File: src/rtl/kernel_mac_conv_if.sv
// Handshake/data bundle for the sequential KxK convolution engine.
// master drives the request side (start, window, kernel).
// slave is the engine itself and returns busy/done/result/sat.
interface kernel_mac_conv_if #(
    parameter int PIX_W  = 4,
    parameter int COEF_W = 5,
    parameter int K      = 3,
    parameter int OUT_W  = 10
);
    logic                     start;
    logic [K*K*PIX_W-1:0]     pixels;
    logic [K*K*COEF_W-1:0]    coefs;
    logic                     busy;
    logic                     done;
    logic [OUT_W-1:0]         result;
    logic                     sat;

    modport master (
        output start, pixels, coefs,
        input  busy, done, result, sat
    );

    modport slave (
        input  start, pixels, coefs,
        output busy, done, result, sat
    );
endinterface

File: src/rtl/kernel_mac_conv.sv
// Sequential KxK convolution engine: one shared multiplier, one tap per cycle.
// A window and a signed kernel are captured on an accepted start. Each MAC
// cycle registers one product while the accumulator adds the product from the
// previous cycle. The DRAIN cycle folds in the last product and saturates.
// Optional build macro CONV_ABS_EN: the result is |sum| clipped to max positive.
module kernel_mac_conv #(
    parameter int PIX_W  = 4,
    parameter int COEF_W = 5,
    parameter int K      = 3,
    parameter int OUT_W  = 10
) (
    input  logic              clk,
    input  logic              n_rst,
    kernel_mac_conv_if.slave  bus
);
    localparam int TAPS   = K * K;
    localparam int IDX_W  = $clog2(TAPS);
    localparam int ACC_W  = PIX_W + COEF_W + 1 + $clog2(TAPS);
    localparam int PROD_W = PIX_W + COEF_W + 1;

    // The saturation bounds are held one bit wider than the accumulator,
    // so that negating the most negative sum cannot wrap.
    localparam logic signed [ACC_W:0] MAX_POS = (ACC_W+1)'(2**(OUT_W-1) - 1);
    localparam logic signed [ACC_W:0] MIN_NEG = (ACC_W+1)'(-(2**(OUT_W-1)));

    typedef enum logic [1:0] {
        IDLE,
        MAC,
        DRAIN
    } state_t;

    state_t                    state;
    state_t                    state_next;

    logic [TAPS*PIX_W-1:0]     pix_q;
    logic [TAPS*COEF_W-1:0]    coef_q;
    logic [IDX_W-1:0]          idx;
    logic signed [PROD_W-1:0]  prod_q;
    logic signed [ACC_W-1:0]   acc_q;
    logic [OUT_W-1:0]          result_q;
    logic                      sat_q;
    logic                      done_q;

    logic                      accept;
    logic [PIX_W-1:0]          pix_tap;
    logic [COEF_W-1:0]         coef_tap;
    logic signed [PROD_W-1:0]  pix_ext;
    logic signed [PROD_W-1:0]  coef_ext;
    logic signed [PROD_W-1:0]  prod_next;
    logic signed [ACC_W-1:0]   sum_final;
    logic signed [ACC_W:0]     sum_ext;
    logic signed [ACC_W:0]     clip_val;
    logic                      sat_next;

    assign accept     = (state == IDLE) && bus.start;
    assign bus.busy   = (state != IDLE);
    assign bus.done   = done_q;
    assign bus.result = result_q;
    assign bus.sat    = sat_q;

    // State register; a reset drops any operation in flight.
    always_ff @(posedge clk or negedge n_rst) begin
        if (!n_rst) begin
            state <= IDLE;
        end else begin
            state <= state_next;
        end
    end

    // Next state: the last tap issues from MAC, and one DRAIN cycle follows it.
    always_comb begin
        state_next = state;
        case (state)
            IDLE:    if (bus.start) state_next = MAC;
            MAC:     if (idx == IDX_W'(TAPS - 1)) state_next = DRAIN;
            DRAIN:   state_next = IDLE;
            default: state_next = IDLE;
        endcase
    end

    // Tap selection and product. The pixel is zero-extended before the signed multiply.
    always_comb begin
        pix_tap   = pix_q[idx*PIX_W +: PIX_W];
        coef_tap  = coef_q[idx*COEF_W +: COEF_W];
        pix_ext   = PROD_W'(pix_tap);
        coef_ext  = PROD_W'($signed(coef_tap));
        prod_next = pix_ext * coef_ext;
    end

    // Final sum and clipping to OUT_W, optionally taking the magnitude first.
    always_comb begin
        sum_final = acc_q + ACC_W'(prod_q);
        sum_ext   = (ACC_W+1)'(sum_final);
`ifdef CONV_ABS_EN
        if (sum_ext < 0) sum_ext = -sum_ext;
`else
        sum_ext   = sum_ext;
`endif
        clip_val  = sum_ext;
        sat_next  = 1'b0;
        if (sum_ext > MAX_POS) begin
            clip_val = MAX_POS;
            sat_next = 1'b1;
        end else if (sum_ext < MIN_NEG) begin
            clip_val = MIN_NEG;
            sat_next = 1'b1;
        end
    end

    // Datapath: capture on accept, multiply-accumulate during MAC, publish on DRAIN.
    always_ff @(posedge clk or negedge n_rst) begin
        if (!n_rst) begin
            pix_q    <= '0;
            coef_q   <= '0;
            idx      <= '0;
            prod_q   <= '0;
            acc_q    <= '0;
            result_q <= '0;
            sat_q    <= 1'b0;
            done_q   <= 1'b0;
        end else begin
            done_q <= 1'b0;
            case (state)
                IDLE: begin
                    if (accept) begin
                        pix_q  <= bus.pixels;
                        coef_q <= bus.coefs;
                        idx    <= '0;
                        prod_q <= '0;
                        acc_q  <= '0;
                    end
                end
                MAC: begin
                    prod_q <= prod_next;
                    idx    <= idx + IDX_W'(1);
                    acc_q  <= acc_q + ACC_W'(prod_q);
                end
                DRAIN: begin
                    acc_q    <= sum_final;
                    result_q <= clip_val[OUT_W-1:0];
                    sat_q    <= sat_next;
                    done_q   <= 1'b1;
                end
                default: begin
                    done_q <= 1'b0;
                end
            endcase
        end
    end
endmodule
File: src/flat_wrapper.sv
// flat-port wrapper written by rule: the top's interface ports become plain ports
module kernel_mac_conv_flat 
#(
    parameter int PIX_W  = 4,
    parameter int COEF_W = 5,
    parameter int K      = 3,
    parameter int OUT_W  = 10
)
  (clk, n_rst, bus_start, bus_pixels, bus_coefs, bus_busy, bus_done, bus_result, bus_sat);
  kernel_mac_conv_if #(.PIX_W(PIX_W), .COEF_W(COEF_W), .K(K), .OUT_W(OUT_W)) bus_i ();
  input  logic clk;
  input  logic n_rst;
  input wire logic [$bits(bus_i.start)-1:0] bus_start;
  input wire logic [$bits(bus_i.pixels)-1:0] bus_pixels;
  input wire logic [$bits(bus_i.coefs)-1:0] bus_coefs;
  output wire logic [$bits(bus_i.busy)-1:0] bus_busy;
  output wire logic [$bits(bus_i.done)-1:0] bus_done;
  output wire logic [$bits(bus_i.result)-1:0] bus_result;
  output wire logic [$bits(bus_i.sat)-1:0] bus_sat;
  assign bus_i.start = bus_start;
  assign bus_i.pixels = bus_pixels;
  assign bus_i.coefs = bus_coefs;
  assign bus_busy = bus_i.busy;
  assign bus_done = bus_i.done;
  assign bus_result = bus_i.result;
  assign bus_sat = bus_i.sat;
  kernel_mac_conv #(.PIX_W(PIX_W), .COEF_W(COEF_W), .K(K), .OUT_W(OUT_W)) u_core (.clk(clk), .n_rst(n_rst), .bus(bus_i));
endmodule
File: config.mk
export PLATFORM = sky130hd
export DESIGN_NAME = kernel_mac_conv_flat
export DESIGN_NICKNAME = d
export VERILOG_FILES = /design/src/rtl/kernel_mac_conv_if.sv /design/src/rtl/kernel_mac_conv.sv /design/src/flat_wrapper.sv
export SDC_FILE = /design/constraint.sdc
export NUM_CORES = 1
export LEC_CHECK = 0
export BUFFER_PORTS_ARGS = -buffer_cell sky130_fd_sc_hd__buf_4
export CAP_MARGIN = 20
export CORE_MARGIN = 2
export CORE_UTILIZATION = 34
export CTS_CLUSTER_DIAMETER = 50
export DETAILED_ROUTE_END_ITERATION = 6
export SLEW_MARGIN = 20
export SYNTH_ARGS = -nofsm -noshare
export SYNTH_HDL_FRONTEND = slang
export SYNTH_SLANG_ARGS = --single-unit
File: constraint.sdc
create_clock -name clk -period 7.1 [get_ports clk]
set_input_delay 0.355 -clock clk [delete_from_list [all_inputs] [get_ports clk]]
set_output_delay 0.355 -clock clk [all_outputs]
set_load 0.02 [all_outputs]
## Word-level counts from Yosys, hierarchy flattened

Index checks and enable logic that the tools add are counted.

| cells by class | value |
|---|---|
| add/sub/neg operators | 2 |
| multipliers | 2 |
| div/mod/pow operators | 0 |
| magnitude comparators | 2 |
| eq/ne operators | 6 |
| shift operators | 2 |
| mux-type cells | 14 |
| bitwise gates (word level) | 0 |
| reductions and logical operators | 10 |

Operators by type and width:

| cell | number |
|---|---|
| 45-bit by 8-bit variable part select with 5-bit output | 1 |
| 36-bit by 7-bit variable part select with 4-bit output | 1 |
| 10-bit two-way mux | 3 |
| 14-bit one-hot mux with 2 select lines | 1 |
| 10-bit one-hot mux with 2 select lines | 1 |
| 14-bit by 10-bit adder with 14-bit output | 1 |
| 14-bit by 10-bit > comparator with 1-bit output (second input constant) | 1 |
| 14-bit by 10-bit less-than comparator with 1-bit output (second input constant) | 1 |
| 14-bit two-way mux | 1 |
| 5-bit by 5-bit multiplier with 10-bit output | 1 |
| 4-bit one-hot mux with 2 select lines | 1 |
| 2-bit AND reduction | 4 |
| 4-bit by 3-bit multiplier with 7-bit output (second input constant) | 1 |
| 2-bit nonzero test | 3 |
| 4-bit by 1-bit adder with 4-bit output (second input constant) | 1 |
| 4-bit == test (second input constant) | 1 |
| 2-bit two-way mux | 2 |
| 4-bit two-way mux | 1 |
| 2-bit by 1-bit != test with 1-bit output (second input constant) | 2 |
| 2-bit one-hot mux with 2 select lines | 1 |
| 1-bit two-way mux | 3 |
| 2-bit by 1-bit == test with 1-bit output (second input constant) | 1 |
| 2-bit == test (second input constant) | 1 |
| 2-bit logical NOT | 1 |
| 3 further kinds | 3 |

| storage, ports and cells | value |
|---|---|
| flip-flop bits (word level) | 123 |
| latch bits | 0 |
| memory bits (writable) | 0 |
| ROM bits | 0 |
| output and inout port bits | 13 |
| word-level logic and storage cells | 47 |
| memories kept | 0 |

## Depth between registers and ports, before layout

| logic depth | value |
|---|---|
| word-level depth | 4 |
| gate-level depth with buffers | 20 |
| mapped depth without buffers | 18 |

## Worst setup path before layout

No wires, ideal clock.

| path | value |
|---|---|
| path type | reg2reg |
| start point | register u_core.idx[0] |
| end point | register u_core.prod_q[9] |
| data arrival time | 4.828 ns |
| required time | 6.978 ns |
| path slack | 2.150 ns |
| stages on the path, launching flop included | 19 |
| buffers on the path | 2 |
| path through | dfrtp_1 clkbuf_1 clkbuf_1 mux4_2 mux2i_1 o21ai_0 nand2_1 fa_1 fa_1 fa_1 inv_1 fa_1 a21oi_1 nor2_1 nor2_1 o21bai_1 a21oi_1 xnor2_1 a32o_1 |

| on the way | value |
|---|---|
| word-level cells in the longest chain between the ends | 4 |
| elaborated cells between the ends (all ways) | 5 |

RTL lines:

| element | line | RTL |
|---|---|---|
| start, declared | kernel_mac_conv.sv:37 | `logic [IDX_W-1:0] idx;` |
| start signal, assigned | kernel_mac_conv.sv:135 | `idx <= idx + IDX_W'(1);` |
| 4-bit by 3-bit multiplier with 7-bit output | kernel_mac_conv.sv:84 | `coef_tap = coef_q[idx*COEF_W +: COEF_W];` |
| 45-bit by 8-bit variable part select with 5-bit output | kernel_mac_conv.sv:84 |  |
| 5-bit by 5-bit multiplier with 10-bit output * | kernel_mac_conv.sv:87 | `prod_next = pix_ext * coef_ext;` |
| 10-bit one-hot mux with 2 select lines * | kernel_mac_conv.sv:123 | `case (state)` |
| end signal, assigned | kernel_mac_conv.sv:134 | `prod_q <= prod_next;` |
| end, declared | kernel_mac_conv.sv:38 | `logic signed [PROD_W-1:0] prod_q;` |

Every way passes the cells marked *; elsewhere a longest branch is shown, timed or not.
A chain may end at the register's enable or synchronous reset.

## Worst setup path in the final report

Ends and elaborated chain as after synthesis.

==> reports/qor.yml <==
outcome:
  status: "complete, no violations"
clocking:
  clk_path_buf_depth: 2
  cts_buffers: 17
  clock_sinks: 123
  clock-root-buffer: "clkbuf_16"
  post_cts_buffers: 0
  clk_pin_slew_worst_paths_ns: 0.06
  htree_levels: 4
  clock_latency_ns: 0.42
  cts_tree: "built"
sta:
  skew_ns: 0.00738
  hold_viol: 0
  finalCriticalPeriod_ns: 5.57
  fmax_ghz: 0.180
  worstMarginPinSlew_ns: 1.07
  slew_viol_final: 0
  setup_viol: 0
  fin_crit_sh: 0.784
  relSlewSlack: 0.288
  final.setup.tns_ns: 0
  rsz0062_at_grt: "false"
layout:
  n_antenna_cell: 0
  area_growth_pct: 22.0
  multi_input_area_sq_um: 3700
  layout-drive-gt1-share: 0.355
  nFillCells: 1839
  nNetsFinal: 809
  seq_area_sq_um: 3080
flow_run:
  max-cap-violations: 0
setup_path:
  cp_max_fo: 15
  slowest_stage: "dfrtp_1"
  crit_family: "adder cells"
  worstPathRequired_ns: 7.40
  worstPathCellList: "buf_4 > mux4_2 > mux2i_1 > o21ai_0 > nand2b_1 > fa_1 > fa_1 > fa_1 > inv_1 > fa_1 > a21oi_1 > nor2_1 > nor2_1 > o21bai_1 > a21oi_1 > xnor2_1 > a32o_1"
  crit_type: "register to register"
  r2r_end: "u_core.prod_q[9]"
  worstSetupStartpointType: "register"
  end_kind: "register"
  crit_buf_inv: 2
  reg2reg_depth: 17
  regToRegSetupSlack_ns: 1.53
  regToRegStartpoint: "u_core.idx[0]"
  cp_common_cell: "fa_1"
  crit_arrival_ns: 5.87
  cp_slowest_stage_delay_ns: 0.91
synthesis:
  ys_seq_elements: 123
  yosysMostFrequentCell: "dfrtp_1"
  syn_inst: 592
  ys_types: 58
  synth_edf_count: 0
  synth_async_sr_flop_share: 1.00
  synth.avg_cell_area_sq_um: 11.9
  synth-seq-area-share: 0.438
  synth_common_cells: "123 x dfrtp_1, 81 x mux2_2, 39 x ha_1"
  synth_top_area_share: 0.438
  synth_largest_area_cell: "dfrtp_1"
  yosys-top-cells-area: "dfrtp_1 44%, mux2_2 13%, ha_1 6.9%"
  yosysWarnings: 0
  synthFlopType: "dfrtp_1"
  syn_area_sq_um: 7030
  syn-num-nets: 723
grt:
  grt_use_total: 0.151
  grt_pass1_wl_microns: 26200
  grt_pass1_vias: 5270
  grt.busiest_layer: "met2"
  use_met1: 0.190
  grtUsageMet3: 0.0466
  gr-total-overflow: 0
  grt_antenna_before_repair: 0
  met2_usage: 0.250
  grt_max_degree: 82
route:
  drt_iter0_drc: 207
  wl_per_cell_microns: 16.3
  via_per_inst: 5.13
  firstDrtPassIters: 4
  ant_nets: 0
  remaining_drc_errors: 0
  wl_microns: 15700
  vias: 4928
placement:
  port_buffers: 96
  place_congestion: 0.886
  hpwlAfterDp_microns: 11500
floorplan:
  die_h_microns: 148
  initial_core_util: 0.347
  core_area_sq_um: 20200
  die_area_sq_um: 21800
  rows: 52
  ioPinCount: 97
  die_w_microns: 148
hold_path:
  holdPathStages: 2
  hold_start: "bus_coefs[16]"
  hp-class: "primary input to register"
  hold_end: "u_core.coef_q[16]"
per-layer routing:
layer | up-vias | part of all wire
met5 | - | 0
met4 | 0 | 0.014
met3 | 20 | 0.051
met2 | 101 | 0.49
met1 | 2458 | 0.44
li1 | 2349 | -
worst max path at each step:
stage                     cells after the start  slack [ns]               end           from
after floorplan                              18        2.15  u_core.prod_q[9]  u_core.idx[0]
after global placement                       17        1.57  u_core.prod_q[9]  u_core.idx[0]
after detailed placement                     17        1.45  u_core.prod_q[9]  u_core.idx[0]
after CTS                                    17        1.45  u_core.prod_q[9]  u_core.idx[0]
after global routing                         17        1.02  u_core.prod_q[8]  u_core.idx[0]
final                                        17        1.53  u_core.prod_q[9]  u_core.idx[0]
flip-flops by register name (all words and copies together) (netlist names):
name               flops
u_core.acc_q          14
u_core.bus.done        1
u_core.bus.result     10
u_core.bus.sat         1
u_core.coef_q         45
u_core.idx             4
u_core.pix_q          36
u_core.prod_q         10
u_core.state           2
kinds of logic after synthesis:
| logic type | count (synthesis) | share of synthesized area |
|---|---|---|
| mux | 126 | 0.226 |
| simple gates | 95 | 0.0677 |
| compound gates | 122 | 0.121 |
| fa+ha+maj | 47 | 0.0922 |
| flops | 123 | 0.438 |
| xor+xnor | 15 | 0.0187 |
| buf+inv | 64 | 0.0367 |
worst register-to-register path, delay by kind of cell, from the launching register on:
kind | cells | cell delay (ns)
XOR/XNOR | 1 | 0.10
buffers and inverters | 2 | 0.43
adder cells (fa/ha/maj) | 4 | 2.05
flip-flops | 1 | 0.91
AND/OR/NAND/NOR | 3 | 0.44
AO/OA/AOI/OAI | 5 | 0.87
multiplexers | 2 | 0.66
per-stage QoR:
step | setup WS (ns) | cell area, sq um | hold WS, ns | utilization | cells
finish | 1.53 | 8570 | 0.170 | 0.424 | 961
global route | 1.02 | 8570 | 0.146 | 0.424 | 961
CTS | 1.45 | 8570 | 0.153 | 0.424 | 961
detailed placement | 1.45 | 7980 | 0.406 | 0.394 | 928
global placement | 1.57 | 7980 | 0.401 | 0.394 | 928
floorplan | 2.15 | 7030 | 0.0594 | - | 592
layout make-up:
type,count,area share
repair buffers,100,0.0879
multi-input cells,405,0.432
well taps,270,0.0394
inverters,31,0.0136
clock inverters,14,0.0171
clock buffers,18,0.0512
flip-flops and latches,123,0.359
cell usage in the layout (no fill, tap or decap), types with 12 or more instances in the layout:
cell | Yosys | routed
a22oi_1 | 16 | 16
nor2_1 | 15 | 15
inv_1 | 31 | 31
clkbuf_16 | 0 | 17
buf_4 | 0 | 99
nand2_1 | 29 | 28
o21ai_0 | 35 | 35
mux4_2 | 18 | 18
dfrtp_1 | 123 | 123
nor2b_1 | 12 | 12
mux2_2 | 81 | 81
xnor2_1 | 13 | 13
mux2i_1 | 27 | 27
a21oi_1 | 20 | 20
ha_1 | 39 | 39
and2_1 | 14 | 14
timing repair:
item,CTS,global route
hold endpoints to repair,48,0
gates resized for setup,0,0
hold buffers,1,0
Power is not shown: default switching activity piles up to over one toggle a cycle in this logic, so the estimate is an artifact.
